===== src/rtl/bin2bcd_seq.sv =====
// bin2bcd_seq: sequential binary-to-BCD converter using shift-and-add-3
// (double dabble). It processes one operand bit per clock and has a
// start/busy/done handshake. A sticky flag records any digit carry out of
// the top BCD digit. That carry means the operand needed more digits than
// DIGITS provides.
//
// Timing: a start accepted at edge E0 shifts on edges E1..E(BIN_W). The
// result is registered on E(BIN_W) and done is high for the following cycle.
// The finishing edge E(BIN_W) also samples start. If start is high there,
// the next operand loads on that edge. With start held high, conversions
// therefore run one every BIN_W cycles with no idle gap.

module bin2bcd_seq #(
  parameter int BIN_W  = 8,
  parameter int DIGITS = 3
) (
  input  logic                clk,
  input  logic                rst_n,
  input  logic                start,
  input  logic [BIN_W-1:0]    bin,
  output logic                busy,
  output logic                done,
  output logic [4*DIGITS-1:0] bcd,
  output logic                ovf
);

  localparam int CNT_W = $clog2(BIN_W + 1);
  localparam int DIG_W = 4 * DIGITS;

  typedef enum logic {
    IDLE = 1'b0,
    CONV = 1'b1
  } state_e;

  state_e             state_q;
  logic [BIN_W-1:0]   opnd_q;
  logic [DIG_W-1:0]   dig_q;
  logic               sticky_q;
  logic [CNT_W-1:0]   cnt_q;
  logic               busy_q;
  logic               done_q;
  logic [DIG_W-1:0]   bcd_q;
  logic               ovf_q;

  // Values for one double-dabble step, used while in CONV.
  logic [DIG_W-1:0]   adj;
  logic [DIG_W-1:0]   dig_d;
  logic [BIN_W-1:0]   opnd_d;
  logic               sticky_d;
  logic               carry;

  // One double-dabble step: first add 3 to each digit above 4, then shift
  // {carry, digits, operand} left by one bit.
  always_comb begin
    // NOTE: give every combinational output a default before any conditional
    // update; a path that leaves it unassigned infers a latch.
    adj = dig_q;
    for (int k = 0; k < DIGITS; k++) begin
      if (dig_q[4*k +: 4] > 4'd4) begin
        adj[4*k +: 4] = dig_q[4*k +: 4] + 4'd3;
      end
    end
    carry    = adj[DIG_W-1];
    dig_d    = {adj[DIG_W-2:0], opnd_q[BIN_W-1]};
    opnd_d   = opnd_q << 1;
    sticky_d = sticky_q | carry;
  end

  // Control FSM, datapath registers and registered handshake outputs.
  always_ff @(posedge clk or negedge rst_n) begin
    // NOTE: the datapath registers are reset as well. An aborted conversion
    // must leave no partial digits behind, and bcd must read 0 after reset.
    if (!rst_n) begin
      state_q  <= IDLE;
      opnd_q   <= '0;
      dig_q    <= '0;
      sticky_q <= 1'b0;
      cnt_q    <= '0;
      busy_q   <= 1'b0;
      done_q   <= 1'b0;
      bcd_q    <= '0;
      ovf_q    <= 1'b0;
    end else begin
      // NOTE: state registers use non-blocking assignments. Every register
      // then sees pre-edge values, whatever the statement order. A later
      // assignment in this block overrides an earlier one.
      done_q <= 1'b0;
      case (state_q)
        IDLE: begin
          if (start) begin
            opnd_q   <= bin;
            dig_q    <= '0;
            sticky_q <= 1'b0;
            cnt_q    <= CNT_W'(BIN_W);
            busy_q   <= 1'b1;
            state_q  <= CONV;
          end
        end
        CONV: begin
          opnd_q   <= opnd_d;
          dig_q    <= dig_d;
          sticky_q <= sticky_d;
          cnt_q    <= cnt_q - CNT_W'(1);
          if (cnt_q == CNT_W'(1)) begin
            bcd_q  <= dig_d;
            ovf_q  <= sticky_d;
            done_q <= 1'b1;
            if (start) begin
              // The finishing edge also accepts a new operand.
              opnd_q   <= bin;
              dig_q    <= '0;
              sticky_q <= 1'b0;
              cnt_q    <= CNT_W'(BIN_W);
            end else begin
              busy_q  <= 1'b0;
              state_q <= IDLE;
            end
          end
        end
        default: state_q <= IDLE;
      endcase
    end
  end

  assign busy = busy_q;
  assign done = done_q;
  assign bcd  = bcd_q;
  assign ovf  = ovf_q;

endmodule

===== config.mk =====
export PLATFORM = sky130hd
export DESIGN_NAME = bin2bcd_seq
export DESIGN_NICKNAME = d
export VERILOG_FILES = /design/src/rtl/bin2bcd_seq.sv
export SDC_FILE = /design/constraint.sdc
export NUM_CORES = 1
export LEC_CHECK = 0
export CAP_MARGIN = 20
export CORE_ASPECT_RATIO = 1.5
export CORE_UTILIZATION = 30
export CTS_CLUSTER_SIZE = 12
export DETAILED_ROUTE_END_ITERATION = 6
export GPL_ROUTABILITY_DRIVEN = 1
export GPL_TIMING_DRIVEN = 0
export HOLD_SLACK_MARGIN = 0.05
export SLEW_MARGIN = 10
export SYNTH_ARGS = -nofsm -noshare
export SYNTH_HDL_FRONTEND = slang
export SYNTH_SLANG_ARGS = --single-unit

===== constraint.sdc =====
create_clock -name clk -period 1.9 [get_ports clk]
set_input_delay 0.38 -clock clk [delete_from_list [all_inputs] [get_ports clk]]
set_output_delay 0.38 -clock clk [all_outputs]
set_load 0.03 [all_outputs]

==> results of run 1 <==
-- cell families (layout without fill, tap and decap cells) --
kind of cell | after synthesis | in the layout | synth area share
simple gates | 65 | 65 | 0.164
compound gates | 61 | 61 | 0.211
buf+inv | 24 | 58 | 0.0520
flops | 41 | 41 | 0.526
fa+ha+maj | 5 | 5 | 0.0321
mux | 3 | 3 | 0.0154
-- placed cells by master (no fill, tap or decap), types with 5 or more instances in the layout --
cell type and count:
nand2_1 31, o31ai_1 12, o21ai_0 19, dfrtp_1 41
o21a_1 7, a221o_1 7, inv_1 12, a21oi_1 7
nor3_1 6, nor2b_1 5, nor2_1 7, clkdlybuf4s50_1 24
and2_1 7, clkbuf_8 5, clkbuf_1 9
-- worst paths after layout --
kind / from / end / cells past startpoint
setup / recovery: cnt_q[1] / opnd_q[5] / 6
hold / removal: rst_n / bcd[0] / 1
setup reg to reg: cnt_q[1] / opnd_q[5] / 6
hold reg to reg: bcd[0] / bcd[0] / 2
max in group asynchronous: rst_n / opnd_q[2] / 2
min in group clk: bcd[0] / bcd[0] / 2
-- area by class of cell --
type / instances / share of cell area
buffer: 12 / 0.0255
clock buffer: 6 / 0.0302
clock inverter: 2 / 0.00416
inverter: 12 / 0.0187
multi-input combinational: 134 / 0.343
sequential: 41 / 0.426
tap: 74 / 0.0385
timing repair buffer: 26 / 0.113
-- routing by layer --
| metal | wire length, µm | global-route usage | vias to the layer above | part of all wire |
|---|---|---|---|---|
| met5 | 0 | 0 | - | 0 |
| met4 | 129 | 0.0673 | 0 | 0.031 |
| met3 | 111 | 0.0351 | 9 | 0.027 |
| met2 | 2090 | 0.232 | 29 | 0.50 |
| met1 | 1850 | 0.162 | 730 | 0.44 |
| li1 | - | - | 767 | - |
-- cell usage after synthesis --
library cell / count
dfrtp_1: 41
nand2_1: 31
o21ai_0: 20
inv_1: 12
o31ai_1: 12
clkbuf_1: 8
a21oi_1: 7
a221o_1: 7
and2_1: 7
nor2_1: 7
o21a_1: 7
nor3_1: 6
ha_1: 5
nor2b_1: 5
buf_2: 3
mux2i_1: 3
nor3b_1: 3
a31oi_1: 2
nand3_1: 2
a211oi_1: 1
a22o_2: 1
buf_6: 1
nand3b_1: 1
nand4bb_1: 1
o211ai_1: 1
o21ba_2: 1
o22ai_1: 1
o311a_1: 1
or3b_2: 1
or3b_4: 1
-- worst max-delay path: stages, from the launching register on --
cell     delay (ps)
dfrtp_1         410
inv_1            90
ha_2            190
or3b_4          400
o21a_1          190
buf_6           140
a221o_1         290
-- registers in the layout, indices dropped and copies added (netlist names) --
| name | cells |
|---|---|
| bcd | 12 |
| dig_q | 12 |
| opnd_q | 8 |
| cnt_q | 4 |
| busy | 1 |
| done | 1 |
| ovf | 1 |
| state_q | 1 |
| sticky_q | 1 |
-- per-stage QoR --
step,instances,instance area (µm²),TNS (ps)
after CTS,307,2400,0
after detailed placement,299,2320,-895
after floorplan,199,1950,0
final,307,2410,0
after global routing,307,2410,0
after global placement,298,2290,-28180
-- power by group --
| part | total [µW] | internal [µW] | switching (µW) |
|---|---|---|---|
| Clock | 561 | 255 | 306 |
| Combinational | 2060 | 915 | 1140 |
| Sequential | 1570 | 1270 | 298 |
| Total | 4180 | 2440 | 1750 |
-- timing repair --
action	4_1_cts	5_1_grt
endpoints found under the hold margin	0	0
resized for setup	0	5
setup endpoints to repair	0	16
==> flow_metrics.tcl, run 1 <==
set metrics [dict create \
    irDropWorstVdd_uv 439 \
    drive_gt1_frac 0.0773 \
    hold_path_class "in -> async" \
    grt_usage 0.139 \
    hpwl_mm 3.02 \
    outcome "finished, final reports clean" \
    synth_area_leader_cell "dfrtp_1" \
    setup_viol 0 \
    p_total_uw 4180 \
    core_um2 6220 \
    drt_iter0_markers 63 \
    die_area_um2 6840 \
    final_hold_viol_count 0 \
    die_w_um 67.8 \
    post-route-util 0.387 \
    viasPerCell 5.00 \
    whs_ps 40.6 \
    required_ps 2080 \
    post-place-ws_ps -107 \
    worstSkewPairLatency_ps 290 \
    slew_headroom 0.672 \
    rsz0062_at_grt "no" \
    ys_ff_latch 41 \
    cts_setup_buffers 0 \
    power_leakage_uw 0.00104 \
    path_class "reg -> reg" \
    clock.fmax_ghz 0.547 \
    syn_avg_cell_area_um2 9.80 \
    cp-end-kind "register" \
    tritoncts "done" \
    antenna_found_initial 0 \
    cts.reportedPaths.clkPinSlew_ps 80 \
    cts_buffer_depth 2 \
    gr-total-overflow 0 \
    port_buffers 25 \
    synthTopCellsByArea "dfrtp_1 53%, nand2_1 6.0%, o21ai_0 5.1%" \
    worstPathArrival_ps 2010 \
    fillCellCount 634 \
    cts_buffers 5 \
    fin_ws_ps 71.1 \
    finalCriticalPeriod_ps 1830 \
    gp_congestion 0.807 \
    reg2reg_slack_ps 70 \
    row_count 35 \
    start_kind "register" \
    grt_max_degree 23 \
    routed-via-count 1535 \
    grt_pass1_vias 1474 \
    post_drt_wl_per_cell_um 13.6 \
    htreeDepth 2 \
    die_height_um 101 \
    max_cap_viol_count 0 \
    grt_pass1_wl_mm 6.97 \
    synth_nets 215 \
    critPathMaxFanout 9 \
    drc_errors 0 \
    start_util 0.314 \
    power_per_cell_area_nw_per_um2 1740 \
    ys_seq_area_frac 0.526 \
    skew_ps 5.55 \
    diodes 0 \
    yosysWarningCount 0 \
    yosysTopAreaCellShare 0.526 \
    pin_count 26 \
    ctsHoldBuffers 0 \
    cts_root_buf "clkbuf_8" \
    clock-sinks 41 \
    area_delta_synth_final_pct 23.3 \
    seqCellArea_um2 1030 \
    maxSlewViolCount 0 \
    ant_nets 0 \
    multi_input_comb_area_um2 826 \
    netlist_instances 199 \
    worst_pin_slew_ps 492 \
    wl_mm 4.18 \
    final_nets 248 \
    synth_cell_types 30 \
    finalCritPeriodShare 0.963 \
    first_pass_iters 4 \
    netlist_area_um2 1950 \
]
Power figures use the tool's default switching activity.
==> run 2, diff against run 1 <==
ABC_AREA = 1   (was not set)
GPL_ROUTABILITY_DRIVEN = 0   (was 1)
==> run 2 against run 1 <==
Net effect: register-to-register slack better by 370 ps; final cell count is 13% higher; die area up 0.25%; wire length fell by 4.4%; utilization about the same; count of clock-buffer cells in the layout grew 1; hold slack lost 2.5 ps; synthesized cell count increased by 20%; highest routed layer unchanged; non-clock buffer count shrank 7.
==> flow_metrics.tcl, run 2 <==
set metrics [dict create \
    outcome "finished, final reports clean" \
    path_class "reg -> out" \
    p_total_uw 4100 \
    gr-total-overflow 0 \
    worstSkewPairLatency_ps 280 \
    setup_viol 0 \
    layout_common_cells "108 x nand2_1, 41 x dfrtp_1, 24 x inv_1, 24 x clkdlybuf4s50_1, 20 x nand3_1" \
    power_per_cell_area_nw_per_um2 1700 \
    irDropWorstVdd_uv 671 \
    dpl_cell_area_um2 2320 \
    switchingPower_uw 1770 \
    wl_mm 3.99 \
    cp_slowest_cell "clkdlybuf4s50_1" \
    ctsResizeCount 0 \
    skew_ps 3.52 \
    final_area_um2 2410 \
    cts_buffer_depth 2 \
    worst_pin_slew_ps 464 \
    die_area_um2 6850 \
    syn_avg_cell_area_um2 8.18 \
    viasPerCell 4.63 \
    maxSlewViolCount 0 \
    synth-async-reset-ratio 1.00 \
    crit_family "buffers and inverters" \
    hpwl_mm 2.93 \
    yosys.cell_count.top_type "nand2_1" \
    antenna_found_initial 0 \
    r2r_start "cnt_q[1]" \
    area_delta_synth_final_pct 23.1 \
    ctsHoldBuffers 0 \
    rsz0062_at_grt "no" \
    synth_cell_types 21 \
    netlist_instances 239 \
    row_count 35 \
    cp_cell_sequence "clkdlybuf4s50_1" \
    first_pass_iters 6 \
    drive_gt1_frac 0.0809 \
    critPathMaxFanout 2 \
    port_buffers 25 \
    synth_area_leader_cell "dfrtp_1" \
    combPwrFrac 0.498 \
    netlist_area_um2 1960 \
    max_cap_viol_count 0 \
    grt_max_degree 25 \
    hold_path_class "in -> async" \
    synth_common_cells "108 x nand2_1, 41 x dfrtp_1, 24 x inv_1, 20 x nand3_1, 14 x o21ai_0" \
    die_w_um 67.9 \
    tns_ps 0 \
    final_common_cell "nand2_1" \
    pin_count 26 \
    finalCriticalPeriod_ps 1730 \
    core_um2 6220 \
    slew_headroom 0.691 \
    path_buf_inv 1 \
    synth_top_flop_cell "dfrtp_1" \
    grt_pass1_vias 1676 \
    finalCritPeriodShare 0.909 \
    final_hold_viol_count 0 \
    yosysWarningCount 0 \
    worstPathArrival_ps 1350 \
    crit_start "bcd[3]" \
    die_height_um 101 \
    tritoncts "done" \
    final_nets 288 \
    cp-end-kind "output pin" \
    pwr-share-clk 0.140 \
    routed-via-count 1601 \
    drt_iter0_markers 65 \
    power_leakage_uw 0.00123 \
    diodes 0 \
    synthTopCellsByArea "dfrtp_1 52%, nand2_1 21%, nand3_1 5.1%" \
    drc_errors 0 \
    yosysTopAreaCellShare 0.525 \
    clock.fmax_ghz 0.579 \
    cts_setup_buffers 0 \
    switching_share 0.432 \
    ys_seq_area_frac 0.525 \
    p_seq_frac 0.362 \
    cts_buffers 5 \
    htreeDepth 2 \
    synth_edf_count 0 \
    cts_root_buf "clkbuf_8" \
    grt_usage 0.140 \
    post_drt_wl_per_cell_um 11.5 \
    critPathMaxStageDelay_ps 680 \
    start_util 0.314 \
    cts.reportedPaths.clkPinSlew_ps 70 \
    required_ps 1520 \
    grt_pass1_wl_mm 7.35 \
    start_kind "register" \
    ys_ff_latch 41 \
    internal_power_uw 2330 \
    ant_nets 0 \
    clock-sinks 41 \
    synth_nets 255 \
]
-- run 2: power groups by stage --
stage / clock network [µW] / registers, µW / logic (µW)
6_report: 574 / 1490 / 2040
5_1_grt: 635 / 1530 / 2360
4_1_cts: 592 / 1490 / 2070
3_5_place_dp: 0 / 1500 / 2060
3_3_place_gp: 0 / 1490 / 2010
2_1_floorplan: 0 / 1710 / 1220
-- run 2: metal layers --
layer  share of wire  vias to the layer above  track usage  wire, µm
met2            0.51                       26        0.241      2050
met5               0                        -            0         0
met3           0.025                        4       0.0238       100
met4           0.015                        0       0.0545        60
met1            0.45                      758        0.167      1790
li1                -                      813            -         -
-- run 2: path summary, 6_finish.rpt --
| kind | to | slack, ps | cells after the start |
|---|---|---|---|
| worst max-delay path | bcd[3] | 170 | 1 |
| worst min-delay path | opnd_q[2] | 40 | 1 |
| worst max register to register | dig_q[6] | 440 | 7 |
| worst min register to register | bcd[6] | 480 | 2 |
| max in group asynchronous | bcd[5] | 1390 | 2 |
| min in group clk | bcd[6] | 480 | 2 |
-- run 2: through the flow --
step,hold slack [ps],instances,utilization,setup slack [ps]
after floorplan,84.4,239,-,620
after global placement,463,338,0.370,-646
after detailed placement,365,339,0.373,148
after CTS,51.5,346,0.387,159
after global routing,67.5,346,0.387,124
final,38.1,346,0.387,173
-- run 2: cell type report --
class | count | area (µm²)
Buffer | 5 | 46.3
Clock buffer | 7 | 86.3
Fill cell | 646 | 3810
Inverter | 27 | 101
Multi-Input combinational cell | 166 | 782
Sequential cell | 41 | 1030
Tap cell | 74 | 92.6
Timing Repair Buffer | 26 | 273
-- run 2: kinds of logic (layout without fill, tap and decap cells) --
logic type / Yosys count / after routing / synth area share
buf+inv: 32 / 65 / 0.0755
compound gates: 23 / 23 / 0.0672
flops: 41 / 41 / 0.525
fa+ha+maj: 5 / 5 / 0.0320
simple gates: 137 / 137 / 0.296
xor+xnor: 1 / 1 / 0.00448
==> run 3, diff against run 2 <==
CTS_BUF_LIST = sky130_fd_sc_hd__clkbuf_4   (was not set)
==> run 3 against run 2 <==
Net effect: global-route usage is 0.11 points lower; register-to-register slack hardly changed; hold slack better by 450 ps; critical path type unchanged; clock skew is 1.9 ps higher; maximum frequency is 3.9% lower; largest power group unchanged; utilization is 0.44 points lower.
==> flow_metrics.tcl, run 3 (synthesis gave the netlist of run 2 again) <==
set metrics [dict create \
    start_kind "register" \
    min_to "bcd[6]" \
    worstHoldPathCells 2 \
    hold_path_class "reg -> reg" \
    hpwl_mm 2.93 \
    grt_usage 0.139 \
    drive_gt1_frac 0.0806 \
    layout_common_cells "108 x nand2_1, 41 x dfrtp_1, 24 x inv_1, 24 x clkdlybuf4s50_1, 20 x nand3_1" \
    worst_pin_slew_ps 462 \
    cp-end-kind "output pin" \
    start_util 0.314 \
    cts_buffer_depth 2 \
    pin_count 26 \
    reg2regPathDepth 7 \
    final_hold_viol_count 0 \
    maxSlewViolCount 0 \
    routed-via-count 1613 \
    path_buf_inv 1 \
    critPathMaxStageDelay_ps 690 \
    fillCellCount 654 \
    worstSkewPairLatency_ps 340 \
    first_pass_iters 4 \
    cts_setup_buffers 0 \
    irDropWorstVdd_uv 517 \
    area_delta_synth_final_pct 21.7 \
    ctsHoldBuffers 1 \
    grt_pass1_wl_mm 7.34 \
    grt_max_degree 25 \
    gr-total-overflow 0 \
    tns_ps 0 \
    max_cap_viol_count 0 \
    clock-sinks 41 \
    skew_ps 5.37 \
    worstPathArrival_ps 1420 \
    cts_buffers 5 \
    core_um2 6220 \
    path_class "reg -> out" \
    grt_pass1_vias 1679 \
    ant_nets 0 \
    post_drt_wl_per_cell_um 11.5 \
    port_buffers 25 \
    finalCriticalPeriod_ps 1800 \
    reg2reg_slack_ps 430 \
    die_height_um 101 \
    rsz0062_at_grt "no" \
    required_ps 1520 \
    power_per_cell_area_nw_per_um2 1660 \
    viasPerCell 4.65 \
    whs_ps 489 \
    finalCritPeriodShare 0.946 \
    die_w_um 67.9 \
    antenna_found_initial 0 \
    r2r_start "cnt_q[1]" \
    outcome "finished, final reports clean" \
    hp-start "bcd[6]" \
    wl_mm 3.99 \
    cts.reportedPaths.clkPinSlew_ps 110 \
    drt_iter0_markers 60 \
    post-route-util 0.383 \
    die_area_um2 6850 \
    p_total_uw 3950 \
    final_common_cell "nand2_1" \
    final_nets 289 \
    htreeDepth 2 \
    cts_root_buf "clkbuf_4" \
    ctsResizeCount 0 \
    setup_viol 0 \
    tritoncts "done" \
    critPathMaxFanout 2 \
    crit_family "buffers and inverters" \
    row_count 35 \
    cp_slowest_cell "clkdlybuf4s50_1" \
    power_leakage_uw 0.00122 \
    timing.rr.end "dig_q[6]" \
    clock.fmax_ghz 0.557 \
    cp_cell_sequence "clkdlybuf4s50_1" \
    diodes 0 \
    slew_headroom 0.692 \
    drc_errors 0 \
]
## run 3: cell count changes in the layout (fill, tap and decap cells not counted), sizes merged
cell	before	now
clkbuf	7	6
clkinv	0	1
dlygate4sd3	0	1
## run 3: worst max-delay path by stage
stage                     slack [ps]      from       end  cells past startpoint
after floorplan                  620  cnt_q[1]   bcd[10]                      8
after global placement          -650     rst_n    bcd[5]                      1
after detailed placement         150     start  dig_q[6]                      6
after CTS                         90    bcd[3]    bcd[3]                      1
after global routing              40    bcd[3]    bcd[3]                      1
final                            100    bcd[3]    bcd[3]                      1
## run 3: report_power, final
group	switching, µW	total, µW	internal [µW]	leakage [µW]
sequential	225	1480	1260	0.000514
combinational	1260	2040	782	0.000677
clock	272	421	149	0.0000292
## run 3: cell type report
type                            instances  area, µm²  area share
Sequential cell                        41       1030       0.431
Multi-Input combinational cell        166        782       0.329
Timing Repair Buffer                   27        283       0.119
Inverter                               27        101      0.0426
Tap cell                               74       92.6      0.0389
Buffer                                  5       46.3      0.0195
Clock buffer                            6       45.0      0.0189
Clock inverter                          1       3.75     0.00158
## run 3: worst min-delay path, cell delays in order, from the launching register on
cell	delay [ps]
dfrtp_1	360
nand2_1	50
nand2_1	50
## run 3: per-layer routing
| layer | GRT usage | share of wire | wire length [µm] | vias up |
|---|---|---|---|---|
| li1 | - | - | - | 815 |
| met3 | 0.0271 | 0.030 | 119 | 2 |
| met1 | 0.171 | 0.46 | 1820 | 768 |
| met5 | 0 | 0 | 0 | - |
| met2 | 0.235 | 0.51 | 2030 | 28 |
| met4 | 0.0449 | 0.0053 | 21 | 0 |
## run 3: metrics by stage
stage | setup slack [ps] | std cells | instance area, µm²
after global routing | 43.8 | 347 | 2380
final | 103 | 347 | 2380
after detailed placement | 148 | 339 | 2320
after floorplan | 620 | 239 | 1960
after global placement | -646 | 338 | 2300
after CTS | 87.2 | 347 | 2380
